$ cat src/rtl/hazard_sched_ctrl.sv
// Pipeline sequencing controller: RAW hazard stall/bubble, operand forwarding,
// wrong-path flush on redirect, HALT drain/freeze, saturating statistics.
module hazard_sched_ctrl #(
   parameter int FWD_EN    = 1,
   parameter int CNT_W     = 32,
   parameter int DRAIN_CYC = 3
) (
   input  logic             clk,
   input  logic             rst,
   input  logic             id_valid,
   input  logic [5:0]       id_opcode,
   input  logic [4:0]       id_rs,
   input  logic [4:0]       id_rt,
   input  logic             id_uses_rs,
   input  logic             id_uses_rt,
   input  logic             ex_valid,
   input  logic [4:0]       ex_rd,
   input  logic             ex_regwrite,
   input  logic             ex_is_load,
   input  logic             ex_redirect,
   input  logic             mem_valid,
   input  logic [4:0]       mem_rd,
   input  logic             mem_regwrite,
   output logic             pc_hold,
   output logic             ifid_hold,
   output logic             idex_bubble,
   output logic             ifid_flush,
   output logic [1:0]       fwd_a,
   output logic [1:0]       fwd_b,
   output logic             halted,
   output logic [CNT_W-1:0] stall_cnt,
   output logic [CNT_W-1:0] flush_cnt
);

   localparam logic [5:0] OP_HALT = 6'h11;
   localparam int         DW      = (DRAIN_CYC > 1) ? $clog2(DRAIN_CYC) : 1;

   typedef enum logic [1:0] {
      S_RUN,
      S_DRAIN,
      S_HALTED
   } state_t;

   state_t          state, state_nx;
   logic [DW-1:0]   dcnt, dcnt_nx;
   logic            rs_ex, rt_ex, rs_mem, rt_mem;
   logic            stall_raw, halt_req;
   logic            stall_inc, flush_inc;

   // Per-operand RAW match against EX and MEM; r0 is never a dependency.
   always_comb begin
      rs_ex  = id_valid & id_uses_rs & ex_valid  & ex_regwrite  & (ex_rd  == id_rs) & (id_rs != 5'd0);
      rt_ex  = id_valid & id_uses_rt & ex_valid  & ex_regwrite  & (ex_rd  == id_rt) & (id_rt != 5'd0);
      rs_mem = id_valid & id_uses_rs & mem_valid & mem_regwrite & (mem_rd == id_rs) & (id_rs != 5'd0);
      rt_mem = id_valid & id_uses_rt & mem_valid & mem_regwrite & (mem_rd == id_rt) & (id_rt != 5'd0);
      if (FWD_EN != 0)
         stall_raw = (rs_ex | rt_ex) & ex_is_load;
      else
         stall_raw = rs_ex | rt_ex | rs_mem | rt_mem;
      halt_req = id_valid & (id_opcode == OP_HALT);
   end

   // Next-state and pipeline control outputs; redirect beats stall, stall defers HALT.
   always_comb begin
      state_nx    = state;
      dcnt_nx     = dcnt;
      pc_hold     = 1'b0;
      ifid_hold   = 1'b0;
      idex_bubble = 1'b0;
      ifid_flush  = 1'b0;
      stall_inc   = 1'b0;
      flush_inc   = 1'b0;
      if (!rst) begin
         case (state)
            S_RUN: begin
               if (ex_redirect) begin
                  ifid_flush  = 1'b1;
                  idex_bubble = 1'b1;
                  flush_inc   = 1'b1;
               end else if (stall_raw) begin
                  pc_hold     = 1'b1;
                  ifid_hold   = 1'b1;
                  idex_bubble = 1'b1;
                  stall_inc   = 1'b1;
               end else if (halt_req) begin
                  pc_hold    = 1'b1;
                  ifid_flush = 1'b1;
                  state_nx   = S_DRAIN;
                  dcnt_nx    = DW'(DRAIN_CYC - 1);
               end
            end
            S_DRAIN: begin
               pc_hold    = 1'b1;
               ifid_flush = 1'b1;
               if (dcnt == '0)
                  state_nx = S_HALTED;
               else
                  dcnt_nx = dcnt - DW'(1);
            end
            S_HALTED: begin
               pc_hold     = 1'b1;
               ifid_hold   = 1'b1;
               idex_bubble = 1'b1;
            end
            default: state_nx = S_RUN;
         endcase
      end
   end

   // Forwarding selects, EX result has priority over MEM result.
   always_comb begin
      fwd_a = 2'b00;
      fwd_b = 2'b00;
      if ((FWD_EN != 0) && !rst) begin
         if (rs_ex)
            fwd_a = 2'b01;
         else if (rs_mem)
            fwd_a = 2'b10;
         if (rt_ex)
            fwd_b = 2'b01;
         else if (rt_mem)
            fwd_b = 2'b10;
      end
   end

   // State, drain counter and saturating statistics registers.
   always_ff @(posedge clk) begin
      if (rst) begin
         state     <= S_RUN;
         dcnt      <= '0;
         stall_cnt <= '0;
         flush_cnt <= '0;
      end else begin
         state <= state_nx;
         dcnt  <= dcnt_nx;
         if (stall_inc && (stall_cnt != '1))
            stall_cnt <= stall_cnt + CNT_W'(1);
         if (flush_inc && (flush_cnt != '1))
            flush_cnt <= flush_cnt + CNT_W'(1);
      end
   end

   assign halted = (state == S_HALTED);

endmodule
$ cat config.mk
export PLATFORM = sky130hd
export DESIGN_NAME = hazard_sched_ctrl
export DESIGN_NICKNAME = d
export VERILOG_FILES = /design/src/rtl/hazard_sched_ctrl.sv
export SDC_FILE = /design/constraint.sdc
export NUM_CORES = 1
export LEC_CHECK = 0
export CAP_MARGIN = 20
export CORE_MARGIN = 10
export CORE_UTILIZATION = 45
export CTS_BUF_LIST = sky130_fd_sc_hd__clkbuf_4
export CTS_CLUSTER_SIZE = 24
export DETAILED_ROUTE_END_ITERATION = 10
export GPL_TIMING_DRIVEN = 0
export MAX_ROUTING_LAYER = met4
export PLACE_DENSITY = 0.81
export SYNTH_ARGS = -nofsm -noshare
export SYNTH_HDL_FRONTEND = slang
export SYNTH_SLANG_ARGS = --single-unit
$ cat constraint.sdc
create_clock -name clk -period 2.1 [get_ports clk]
set_clock_uncertainty 0.15 [all_clocks]
set_input_delay 0.315 -clock clk [delete_from_list [all_inputs] [get_ports clk]]
set_output_delay 0.315 -clock clk [all_outputs]
set_load 0.02 [all_outputs]
# Word-level counts from Yosys, hierarchy flattened
# Index checks and enable logic that the tools add are counted.
classes:
  addsub: 3
  n_eq_ne: 14
  n_mux: 37
  n_bitwise: 22
  n_reduce_logical: 10
op_table:
  columns: ["cell", "count"]
  rows:
  - ["adder 32 x 1 -> 32 bit, second input constant", 2]
  - ["inequality test 32 bit, second input constant", 2]
  - ["2-to-1 mux 2 bit", 14]
  - ["AND 1 bit", 20]
  - ["== test 5 bit", 4]
  - ["2-to-1 mux 1 bit", 17]
  - ["inequality test 2 bit, second input constant", 5]
  - ["AND reduction 5 bit", 2]
  - ["nonzero test 5 bit", 2]
  - ["case mux 1 bit (2 select lines)", 4]
  - ["== test 6 x 5 -> 1 bit, second input constant", 1]
  - ["case mux 2 bit (3 select lines)", 1]
  - ["logical NOT 2 bit", 2]
  - ["case mux 2 bit (2 select lines)", 1]
  - ["== test 2 x 1 -> 1 bit, second input constant", 1]
  - ["== test 2 bit, second input constant", 1]
  - ["logical AND 1 bit", 2]
  - ["nonzero test 2 bit", 1]
  - ["OR reduction 2 bit", 1]
  - ["subtractor 2 x 1 -> 2 bit, second input constant", 1]
  - ["inverter 1 bit", 1]
  - ["OR 1 bit", 1]
totals:
  regBits: 68
  in_bits: 37
  out_inout_bits: 73
  word_cells: 90

# Logic depth before layout (Yosys ltp)
# Gate-level depths: netlist of run 1.
logic_depth:
  word_depth: 12
  mapped_depth: 10
  depth_no_buf: 8

# Worst setup path after synthesis of run 1
# No wires, ideal clock.
synth_timing:
  kind: "input to output"
  from: "in id_rs[1]"
  to: "out ifid_flush"
  arrival_ps: 2123
  required_time_ps: 1635
  path_slack_ps: -488
  stages: 6
  path_buffers: 0
  cell_sequence: "or4_1 > o211ai_2 > nor4_2 > o21ai_1 > a211oi_1 > nor3_1"
synth_between:
  elab_chain_cells: 9
  elab_cells_between_ends: 10
  classes_between: "eq/ne (1); mux (4); bitwise (4); reduce/logical (1)"
synth_lines:
  columns: ["item", "line", "text"]
  rows:
  - ["start: declaration", "12", "input logic [4:0] id_rs,"]
  - ["== test 5 bit", "52", "rs_ex = id_valid & id_uses_rs & ex_valid & ex_regwrite & (ex_rd == id_rs) & (id_rs != 5'd0);"]
  - ["AND 1 bit", "52", null]
  - ["AND 1 bit (*)", "52", null]
  - ["OR 1 bit (*)", null, null]
  - ["AND 1 bit (*)", "57", "stall_raw = (rs_ex | rt_ex) & ex_is_load;"]
  - ["2-to-1 mux 1 bit (*)", "80", "end else if (stall_raw) begin"]
  - ["2-to-1 mux 1 bit (*)", "76", "if (ex_redirect) begin"]
  - ["case mux 1 bit (2 select lines) (*)", "74", "case (state)"]
  - ["2-to-1 mux 1 bit (*)", "73", "if (!rst) begin"]
  - ["end: declaration", "27", "output logic ifid_flush,"]
# Mark *: on every way between the ends. The rest lies on a longest branch, timed or not.

# Worst setup path after layout of run 1
layout_timing:
  from: "in id_rs[4]"
  to: "out ifid_flush"
# Same word-level chain as after synthesis.

==> impl_results.md, run 1 <==
- Pwr/cell area: 413 nW/um2
- Detailed placement HPWL: 9220 um
- Drt drc: 0
- I/O pin count: 110
- Worst min-delay path class: in -> reg
- Post-Synth Simple-Gate Area: 34.7%
- Top cell type's share of synthesized area: 34.7%
- Unrepaired setup endpoints after global routing: yes
- Die Span X: 113 um
- Logic pwr share: 10.5%
- CTS max path bufs: 2
- Clock sinks: 68
- Failing checks: setup timing
- Slew @ Worst Pin: 657 ps
- Syn-to-layout area delta: 74.4%
- R2R setup slack: -290 ps
- Final net count: 708
- Cell area after synthesis: 3920 um2
- VDD IR max: 0.443 mV
- Layout cells sized above 1: 41.7%
- Hold slack: 165 ps
- CTS Hold Bufs: 0
- Count of cell types in the netlist: 49
- Syn Inst Count: 485
- Pre-CTS setup slack: -1410 ps
- Top FF cell, synth: dfxtp_1
- Most used cell, CP: buf_6
- Post-synthesis sequential area ratio: 34.7%
- CP endpoint kind: output pin
- Adder-cell area share of the yosys netlist: 2.23%
- Synth top area cells: dfxtp_1 (35%), xnor2_1 (7.8%), nor2_1 (6.1%)
- Status: complete, but fails checks
- Worst Setup Start Kind: primary input
- Vias in the first global route: 4592
- TritonCTS clock tree: built
- Design area: 6840 um2
- Initial antenna violation count: 1
- Placed Area: 5280 um2
- Synth warn: 0
- Largest family of logic cells by synthesized area: simple AND/OR/NAND/NOR gates
- Skew-Pair Late Insertion Delay: 460 ps
- Antenna viol nets, final: 0
- Fin. Hold Viols: 0
- Largest net degree at the start of global routing: 13
- CP Cell Sequence: buf_8 > or4_4 > o211ai_4 > nor4_4 > o21ai_2 > buf_6 > a211oi_4 > nor3_4 > buf_6
- GRT Residual Overflow: 0
- Count of final setup violators: 70
- Critical path data arrival time: 2100 ps
- H-tree Lvls: 3
- Slowest-stage cell, CP: or4_4
- Async SR Flop Fraction: 0%
- Synth Area in Compound Gates: 11.4%
- XOR/XNOR Fraction of Synth Area: 11.4%
- Synth Area per Inst: 8.09 um2
- Pint: 2.13 mW
- Die ar.: 12800 um2
- DR vias: 4962
- Pins Over Slew Limit: 0
- Minimum clock period: 2560 ps
- Sw frac: 24.6%
- Cts bufs inserted: 9
- Leak: 2.52 nW
- Starting DRT DRC Count: 512
- Wirelength, routed: 18000 um
- Die Ht: 113 um
- First-pass GRT wire length: 23400 um
- Delay-heaviest family, CP: simple AND/OR/NAND/NOR gates
- #FFs+latches synth: 68
- Site Rows: 33
- Clock-pin slew on the worst setup and hold paths: 130 ps
- Cell taking the most area after synthesis: dfxtp_1
- Post-route worst setup slack: -460 ps
- Sequential cell fraction of total power: 45.3%
- Gr usage total: 22.6%
- Initial Util: 47.0%
- Core ar.: 8340 um2
- Switch Pwr: 0.695 mW
- Syn nets: 529
- Number of port buffers: 108
- Worst Path Buf+Inv: 3
- Core Util, Final: 82.0%
- Final Cycle Share: 122%
- Max Cap Violations: 0
- Clk pwr share: 44.2%
- Max Freq: 391 MHz
- CTS root buffer: clkbuf_4
- Crit path max fanout: 3
- Pre-antenna DRT Iters: 5
- EDFF count, synth: 0
- DR vias/cell: 6.40
- CP required: 1630 ps
- GPL Wtd Cong: 0.946
- Crit Path Category: in -> out
- WL/cell: 23.2 um
- Max stage delay on crit path: 550 ps
- Post-synthesis mux area share: 2.78%
- Slew headroom: 56.2%
state kept, by name (all words and copies together), names as in the netlist:
name       flops
dcnt           2
flush_cnt     32
stall_cnt     32
state          2
logic make-up after synthesis:
logic type,Yosys count
compound gates,68
xor+xnor,51
fa+ha+maj,7
buf+inv,28
flops,68
mux,10
simple gates,253
layout make-up:
| type | instances | area [um2] |
|---|---|---|
| multi-input combinational | 390 | 3310 |
| timing repair buffer | 168 | 1580 |
| fill | 439 | 1500 |
| sequential | 68 | 1440 |
| clock inverter | 7 | 138 |
| tap | 105 | 131 |
| buffer | 17 | 125 |
| clock buffer | 9 | 67.6 |
| inverter | 10 | 42.5 |
| antenna | 1 | 2.50 |
worst register-to-register path, delay by kind of cell, from the launching register on:
| family | cells | cell delay [ps] |
|---|---|---|
| simple gates | 4 | 770 |
| flops | 1 | 350 |
| compound gates | 2 | 500 |
| fa+ha+maj | 1 | 190 |
| buf+inv | 3 | 320 |
layer usage:
metal / vias up / wire length [um] / track usage (%) / share of wire (%)
li1: 2141 / - / - / -
met1: 2380 / 6410 / 23.3 / 36
met2: 348 / 9290 / 40.1 / 52
met3: 93 / 1370 / 5.28 / 7.6
met4: 0 / 945 / 9.81 / 5.2
met5: - / 0 / - / 0
what timing repair did:
action | 4_1_cts | 5_1_grt
gates resized for setup | 208 | 172
buffers inserted | 43 | 17
pin swaps | 39 | 71
cloned | 1 | 4
setup endpoints to repair | 74 | 74
Yosys cell counts (2+ instances only):
master,instances
nor2b_1,10
ha_1,7
or2_2,2
and4_1,7
clkbuf_1,14
nand4_1,24
o21ai_0,21
and2_1,5
nor3_1,17
nand2_1,25
o31ai_1,2
dfxtp_1,68
mux2i_1,3
nor4b_1,2
nor2_1,64
nand3_1,33
nand4b_1,3
xor2_1,16
a21oi_1,23
and3_1,11
buf_2,4
or4_1,8
xnor2_1,35
mux2_1,2
a311oi_1,2
inv_1,9
or4_4,2
o211ai_2,2
o21a_1,4
o31a_1,2
a211oi_1,3
nor4_1,15
or3_1,20
mux2_2,5
per-stage QoR:
stage	TNS, ps	std cells	power, mW
after floorplan	-3480	485	1.42
after detailed placement	-51410	698	1.55
after CTS	-6480	756	2.77
after global routing	-14470	775	2.88
after global placement	-50690	698	1.54
final	-10210	775	2.83
power by group through the flow:
stage	combinational, mW	clock (mW)	sequential (mW)
floorplan	0.0984	0	1.33
global placement	0.224	0	1.32
detailed placement	0.227	0	1.32
CTS	0.257	1.22	1.29
global route	0.309	1.29	1.28
finish	0.297	1.25	1.28
final timing paths:
path,from,to,cells after the start
max reg2reg,state[0],dcnt[1],10
min reg2reg,state[1],state[1],2
max,id_rs[4],ifid_flush,9
min,rst,stall_cnt[9],3
layout by cell type, fill, tap and decap left out, drive strengths merged, types with 10 or more instances in the layout:
master / count
nor3: 17
nor2b: 10
nor4: 16
nand3: 33
clkbuf: 20
nand2: 25
inv: 10
xor2: 16
or3: 20
xnor2: 35
o21ai: 22
a21oi: 23
and3: 11
buf: 91
clkdlybuf4s50: 75
dfxtp: 68
or4: 10
nor2: 64
nand4: 25
Power figures use the tool's default switching activity.
==> run 2: changes to the inputs <==
--- a/config.mk
+++ b/config.mk
@@ -6,9 +6,11 @@
 export NUM_CORES = 1
 export LEC_CHECK = 0
 export CAP_MARGIN = 20
+export CORE_ASPECT_RATIO = 0.5
 export CORE_MARGIN = 10
 export CORE_UTILIZATION = 45
 export CTS_BUF_LIST = sky130_fd_sc_hd__clkbuf_4
+export CTS_CLUSTER_DIAMETER = 120
 export CTS_CLUSTER_SIZE = 24
 export DETAILED_ROUTE_END_ITERATION = 10
 export GPL_TIMING_DRIVEN = 0
==> run 2 against run 1 <==
Effect of this change:
- the run still ends with setup timing left
- worst setup slack better by 79 ps
- sequential power about the same
- maximum frequency up 3.2%
- total power down 13%
- cell count up 2.2%
- non-clock buffer count up 12
- hold slack better by 100 ps
==> impl_results.md, run 2 (same netlist as run 1, synthesis figures left out) <==
- Fin cells: 792 (was 775)
- Leak: 2.52 nW (about the same)
- Commonest non-fill, non-tap cell in the layout: clkdlybuf4s50_1 (unchanged)
- Worst r2r path cells: 9 (was 10)
- Pwr/cell area: 370 nW/um2 (was 413 nW/um2)
- CP endpoint kind: output pin (unchanged)
- Clock sinks: 68 (unchanged)
- Max Cap Violations: 0 (unchanged)
- Pre-antenna DRT Iters: 5 (unchanged)
- Vias in the first global route: 4557 (was 4592)
- Wirelength, routed: 16400 um (was 18000 um)
- First-pass GRT wire length: 23200 um (was 23400 um)
- Hold Path Depth: 3 (unchanged)
- Die Span X: 152 um (was 113 um)
- TritonCTS clock tree: built (unchanged)
- Unrepaired setup endpoints after global routing: yes (unchanged)
- Multi-input logic area: 3100 um2 (was 3310 um2)
- Worst min-delay path class: in -> reg (unchanged)
- Final Cycle Share: 118% (was 122%)
- Crit path max fanout: 3 (unchanged)
- Status: complete, but fails checks (unchanged)
- Largest net degree at the start of global routing: 13 (unchanged)
- VDD IR max: 0.277 mV (was 0.443 mV)
- Layout cells sized above 1: 38.5% (was 41.7%)
- CTS max path bufs: 2 (unchanged)
- Die Ht: 86.0 um (was 113 um)
- Fin. Hold Viols: 0 (unchanged)
- Crit Path Category: in -> out (unchanged)
- Slew headroom: 56.7% (was 56.2%)
- Total power: 2.46 mW (was 2.83 mW)
- TNS Setup: -9900 ps (was -10210 ps)
- WL/cell: 20.7 um (was 23.2 um)
- DR vias: 4824 (was 4962)
- Antenna cells: 0 (was 1)
- CTS root buffer: clkbuf_4 (unchanged)
- Critical path data arrival time: 2020 ps (was 2100 ps)
- Core ar.: 8230 um2 (was 8340 um2)
- Initial antenna violation count: 0 (was 1)
- CTS Hold Bufs: 0 (unchanged)
- GRT Residual Overflow: 0 (unchanged)
- Pre-CTS setup slack: -1370 ps (was -1410 ps)
- CP required: 1630 ps (about the same)
- Drt drc: 0 (unchanged)
- Regs by FF count: flush_cnt: 32 flops, stall_cnt: 32 flops (unchanged)
- Skew-Pair Late Insertion Delay: 440 ps (was 460 ps)
- Number of port buffers: 108 (unchanged)
- Syn-to-layout area delta: 69.3% (was 74.4%)
- Final net count: 719 (was 708)
- GPL Wtd Cong: 0.871 (was 0.946)
- Minimum clock period: 2480 ps (was 2560 ps)
- I/O pin count: 110 (unchanged)
- Cell total after placement: 705 (was 698)
- Initial Util: 47.6% (was 47.0%)
- Fill count: 496 (was 439)
- Gr usage total: 21.7% (was 22.6%)
- Cts bufs inserted: 9 (unchanged)
- Most frequent cells in the layout: clkdlybuf4s50_1 (75), buf_4 (59), nor2_1 (57), dfxtp_1 (30), buf_6 (28) (was clkdlybuf4s50_1 (75), nor2_1 (54), buf_4 (41), buf_6 (35), dfxtp_1 (32))
- Hold slack: 267 ps (was 165 ps)
- DR vias/cell: 6.09 (was 6.40)
- Starting DRT DRC Count: 586 (was 512)
- Clock-pin slew on the worst setup and hold paths: 120 ps (was 130 ps)
- Antenna viol nets, final: 0 (unchanged)
- H-tree Lvls: 3 (unchanged)
- Site Rows: 23 (was 33)
- Slew @ Worst Pin: 650 ps (was 657 ps)
- Failing checks: setup timing (unchanged)
- Detailed placement HPWL: 9140 um (was 9220 um)
- Worst Setup Start Kind: primary input (unchanged)
- Max Freq: 403 MHz (was 391 MHz)
- Die ar.: 13100 um2 (was 12800 um2)
- R2R setup slack: -340 ps (was -290 ps)
- Pins Over Slew Limit: 0 (unchanged)
- Count of final setup violators: 67 (was 70)
- FF/Latch Area: 1440 um2 (about the same)
- Post-route worst setup slack: -381 ps (was -460 ps)
-- run 2: changes by cell type in the layout (fill, tap and decap cells not counted), sizes merged, moves of 2 or more --
cell,delta
bufinv,-3
clkbuf,+2
buf,+8
clkinvlp,+2
dlygate4sd2,+2
-- run 2: per-layer routing --
metal  up-vias  routed length (um)  global-route usage [%]
met5         -                   0                       -
met4         0                 685                    8.95
met3        74                1100                    4.63
met2       276                8360                    39.0
met1      2309                6270                    23.2
li1       2165                   -                       -
-- run 2: through the flow --
step,area [um2],util [%]
2_1_floorplan,4070,-
6_report,6640,80.6
3_5_place_dp,5290,64.3
5_1_grt,6640,80.6
3_3_place_gp,5290,64.3
4_1_cts,6090,74.0
-- run 2: what timing repair did --
item                       in CTS  in global routing
resized for setup             210                107
setup endpoints to repair      74                 75
buffers inserted               49                 26
hold endpoints to repair        0                  0
pin swaps                      45                 42
gates cloned                    1                  0
-- run 2: area by class of cell --
type	count	share of cell area, %
plain buffers	17	1.60
clock buffers	9	1.02
clock inverters	7	0.999
inverters	10	0.641
multi-input cells	389	46.6
flip-flops and latches	68	21.6
well taps	112	2.11
repair buffers	180	25.4
-- run 2: path summary, 6_finish.rpt --
kind,from,to
setup reg to reg,state[1],stall_cnt[25]
hold / removal,rst,stall_cnt[9]
setup / recovery,id_rs[2],pc_hold
hold reg to reg,state[0],state[0]
-- run 2: where the power goes --
group | internal [mW] | switching, mW | leakage [nW]
logic | 0.141 | 0.145 | 1.88
registers | 1.28 | 0.00769 | 0.570
clock network | 0.356 | 0.525 | 0.0674
-- run 2: critical path, cell delays in order --
cell,delay (ps)
buf_8,90
or4_4,550
o211ai_4,260
nor4_4,90
o21ai_2,180
buf_6,150
a21oi_4,50
o21a_2,200
buf_6,130
==> run 3: changes to the inputs <==
--- a/config.mk
+++ b/config.mk
@@ -16,6 +16,7 @@
 export GPL_TIMING_DRIVEN = 0
 export MAX_ROUTING_LAYER = met4
 export PLACE_DENSITY = 0.81
+export SKIP_CTS_REPAIR_TIMING = 1
 export SYNTH_ARGS = -nofsm -noshare
 export SYNTH_HDL_FRONTEND = slang
 export SYNTH_SLANG_ARGS = --single-unit
==> run 3 against run 2 <==
Effect of this change:
- the run still ends with setup timing left
- cell count fell by 4.2%
- via count down 6.9%
- count of clock-buffer cells in the layout is the same
- cell area down 6.1%
- maximum frequency is 5.3% lower
- largest power group unchanged
- routed wire length shrank 11%
- total power is 0.12% higher
- global-route usage decreased by 4.0 points
- critical path type unchanged
- first-iteration DRC count decreased by 40%
==> impl_results.md, run 3 (same netlist as run 1, synthesis figures left out) <==
- DR vias: 4489 (was 4824)
- First-pass GRT wire length: 19200 um (was 23200 um)
- CP startpoint: id_rs[0] (was id_rs[2])
- Number of port buffers: 108 (unchanged)
- TritonCTS clock tree: built (unchanged)
- Antenna viol nets, final: 0 (unchanged)
- Clock-pin slew on the worst setup and hold paths: 120 ps (about the same)
- Final net count: 686 (was 719)
- Failing checks: setup timing (unchanged)
- Die ar.: 13100 um2 (unchanged)
- Leak: 2.33 nW (was 2.52 nW)
- Skew-Pair Late Insertion Delay: 460 ps (was 440 ps)
- CTS root buffer: clkbuf_4 (unchanged)
- Slew headroom: 59.0% (was 56.7%)
- TNS Setup: -12790 ps (was -9900 ps)
- GRT Residual Overflow: 0 (unchanged)
- Hold path start: rst (unchanged)
- Crit path max fanout: 4 (was 3)
- I/O pin count: 110 (unchanged)
- Final Cycle Share: 125% (was 118%)
- Worst min-delay path class: in -> reg (unchanged)
- Gr usage total: 17.8% (was 21.7%)
- Vias in the first global route: 3927 (was 4557)
- DR vias/cell: 5.91 (was 6.09)
- Most frequent cells in the layout: clkdlybuf4s50_1 (75), nor2_1 (59), buf_4 (43), dfxtp_1 (34), nand3_1 (28) (was clkdlybuf4s50_1 (75), buf_4 (59), nor2_1 (57), dfxtp_1 (30), buf_6 (28))
- Pre-antenna DRT Iters: 5 (unchanged)
- Unrepaired setup endpoints after global routing: yes (unchanged)
- Wirelength, routed: 14600 um (was 16400 um)
- Pwr/cell area: 395 nW/um2 (was 370 nW/um2)
- Largest net degree at the start of global routing: 13 (unchanged)
- Fin. Hold Viols: 0 (unchanged)
- CTS max path bufs: 2 (unchanged)
- Detailed placement HPWL: 9140 um (unchanged)
- Placed Area: 5290 um2 (unchanged)
- Starting DRT DRC Count: 354 (was 586)
- R2r startpoint: state[0] (was state[1])
- Regs by FF count: flush_cnt: 32 flops, stall_cnt: 32 flops (unchanged)
- Hold slack: 243 ps (was 267 ps)
- Cell total after placement: 705 (unchanged)
- Drt drc: 0 (unchanged)
- Max Cap Violations: 0 (unchanged)
- CP required: 1630 ps (about the same)
- CP endpoint kind: output pin (unchanged)
- WL/cell: 19.3 um (was 20.7 um)
- Initial antenna violation count: 0 (unchanged)
- H-tree Lvls: 3 (unchanged)
- Clock sinks: 68 (unchanged)
- Status: complete, but fails checks (unchanged)
- Critical path data arrival time: 2150 ps (was 2020 ps)
- Die Span X: 152 um (unchanged)
- Max Freq: 382 MHz (was 403 MHz)
- Antenna cells: 0 (unchanged)
- VDD IR max: 0.263 mV (was 0.277 mV)
- GPL Wtd Cong: 0.871 (unchanged)
- Pins Over Slew Limit: 0 (unchanged)
- Slew @ Worst Pin: 614 ps (was 650 ps)
- Site Rows: 23 (unchanged)
- Post-route worst setup slack: -518 ps (was -381 ps)
- Crit Path Category: in -> out (unchanged)
- Worst Setup Start Kind: primary input (unchanged)
- Layout cells sized above 1: 31.1% (was 38.5%)
- Count of final setup violators: 65 (was 67)
- Fin cells: 759 (was 792)
- Commonest non-fill, non-tap cell in the layout: clkdlybuf4s50_1 (unchanged)
- Minimum clock period: 2620 ps (was 2480 ps)
- Syn-to-layout area delta: 58.9% (was 69.3%)
- Core ar.: 8230 um2 (unchanged)
- Die Ht: 86.0 um (unchanged)
- Design area: 6230 um2 (was 6640 um2)
- Fill count: 583 (was 496)
- Cts bufs inserted: 9 (unchanged)
- Initial Util: 47.6% (unchanged)
-- run 3: power breakdown --
group | leakage [nW] | switching [mW] | internal [mW]
logic | 1.69 | 0.144 | 0.143
clock network | 0.0674 | 0.522 | 0.356
registers | 0.567 | 0.00776 | 1.29
-- run 3: path summary, 6_finish.rpt --
path,slack (ps),to,depth (start not counted)
max,-520,ifid_flush,9
max reg2reg,-430,stall_cnt[25],9
min,240,stall_cnt[23],3
min reg2reg,350,state[1],2
-- run 3: routing by layer --
metal	share of wire, %	vias up	GRT usage (%)
met2	51	196	30.8
met1	40	2166	20.3
met3	6.4	47	4.33
met4	3.0	0	4.69
met5	0	-	-
li1	-	2080	-
-- run 3: area by class of cell --
type / instances / area (um2) / area share (%)
inverters: 10 / 41.3 / 0.663
multi-input cells: 389 / 2960 / 47.5
repair buffers: 147 / 1430 / 23.0
plain buffers: 17 / 98.8 / 1.59
flip-flops and latches: 68 / 1420 / 22.8
clock buffers: 9 / 67.6 / 1.08
clock inverters: 7 / 66.3 / 1.06
well taps: 112 / 140 / 2.25
-- run 3: critical path: stages --
cell      delay, ps
clkbuf_2        140
xnor2_1         200
nand4_1         230
nor4_4          510
o21ai_4         170
buf_6           150
a211oi_4        230
nor3_4           70
buf_6           130
-- run 3: per-stage QoR --
step	util, %	total power, mW	setup WS, ps
6_report	75.7	2.46	-518
5_1_grt	75.7	2.54	-587
2_1_floorplan	-	1.42	-177
4_1_cts	65.9	2.39	-1370
3_5_place_dp	64.3	1.55	-1370
3_3_place_gp	64.3	1.54	-1350
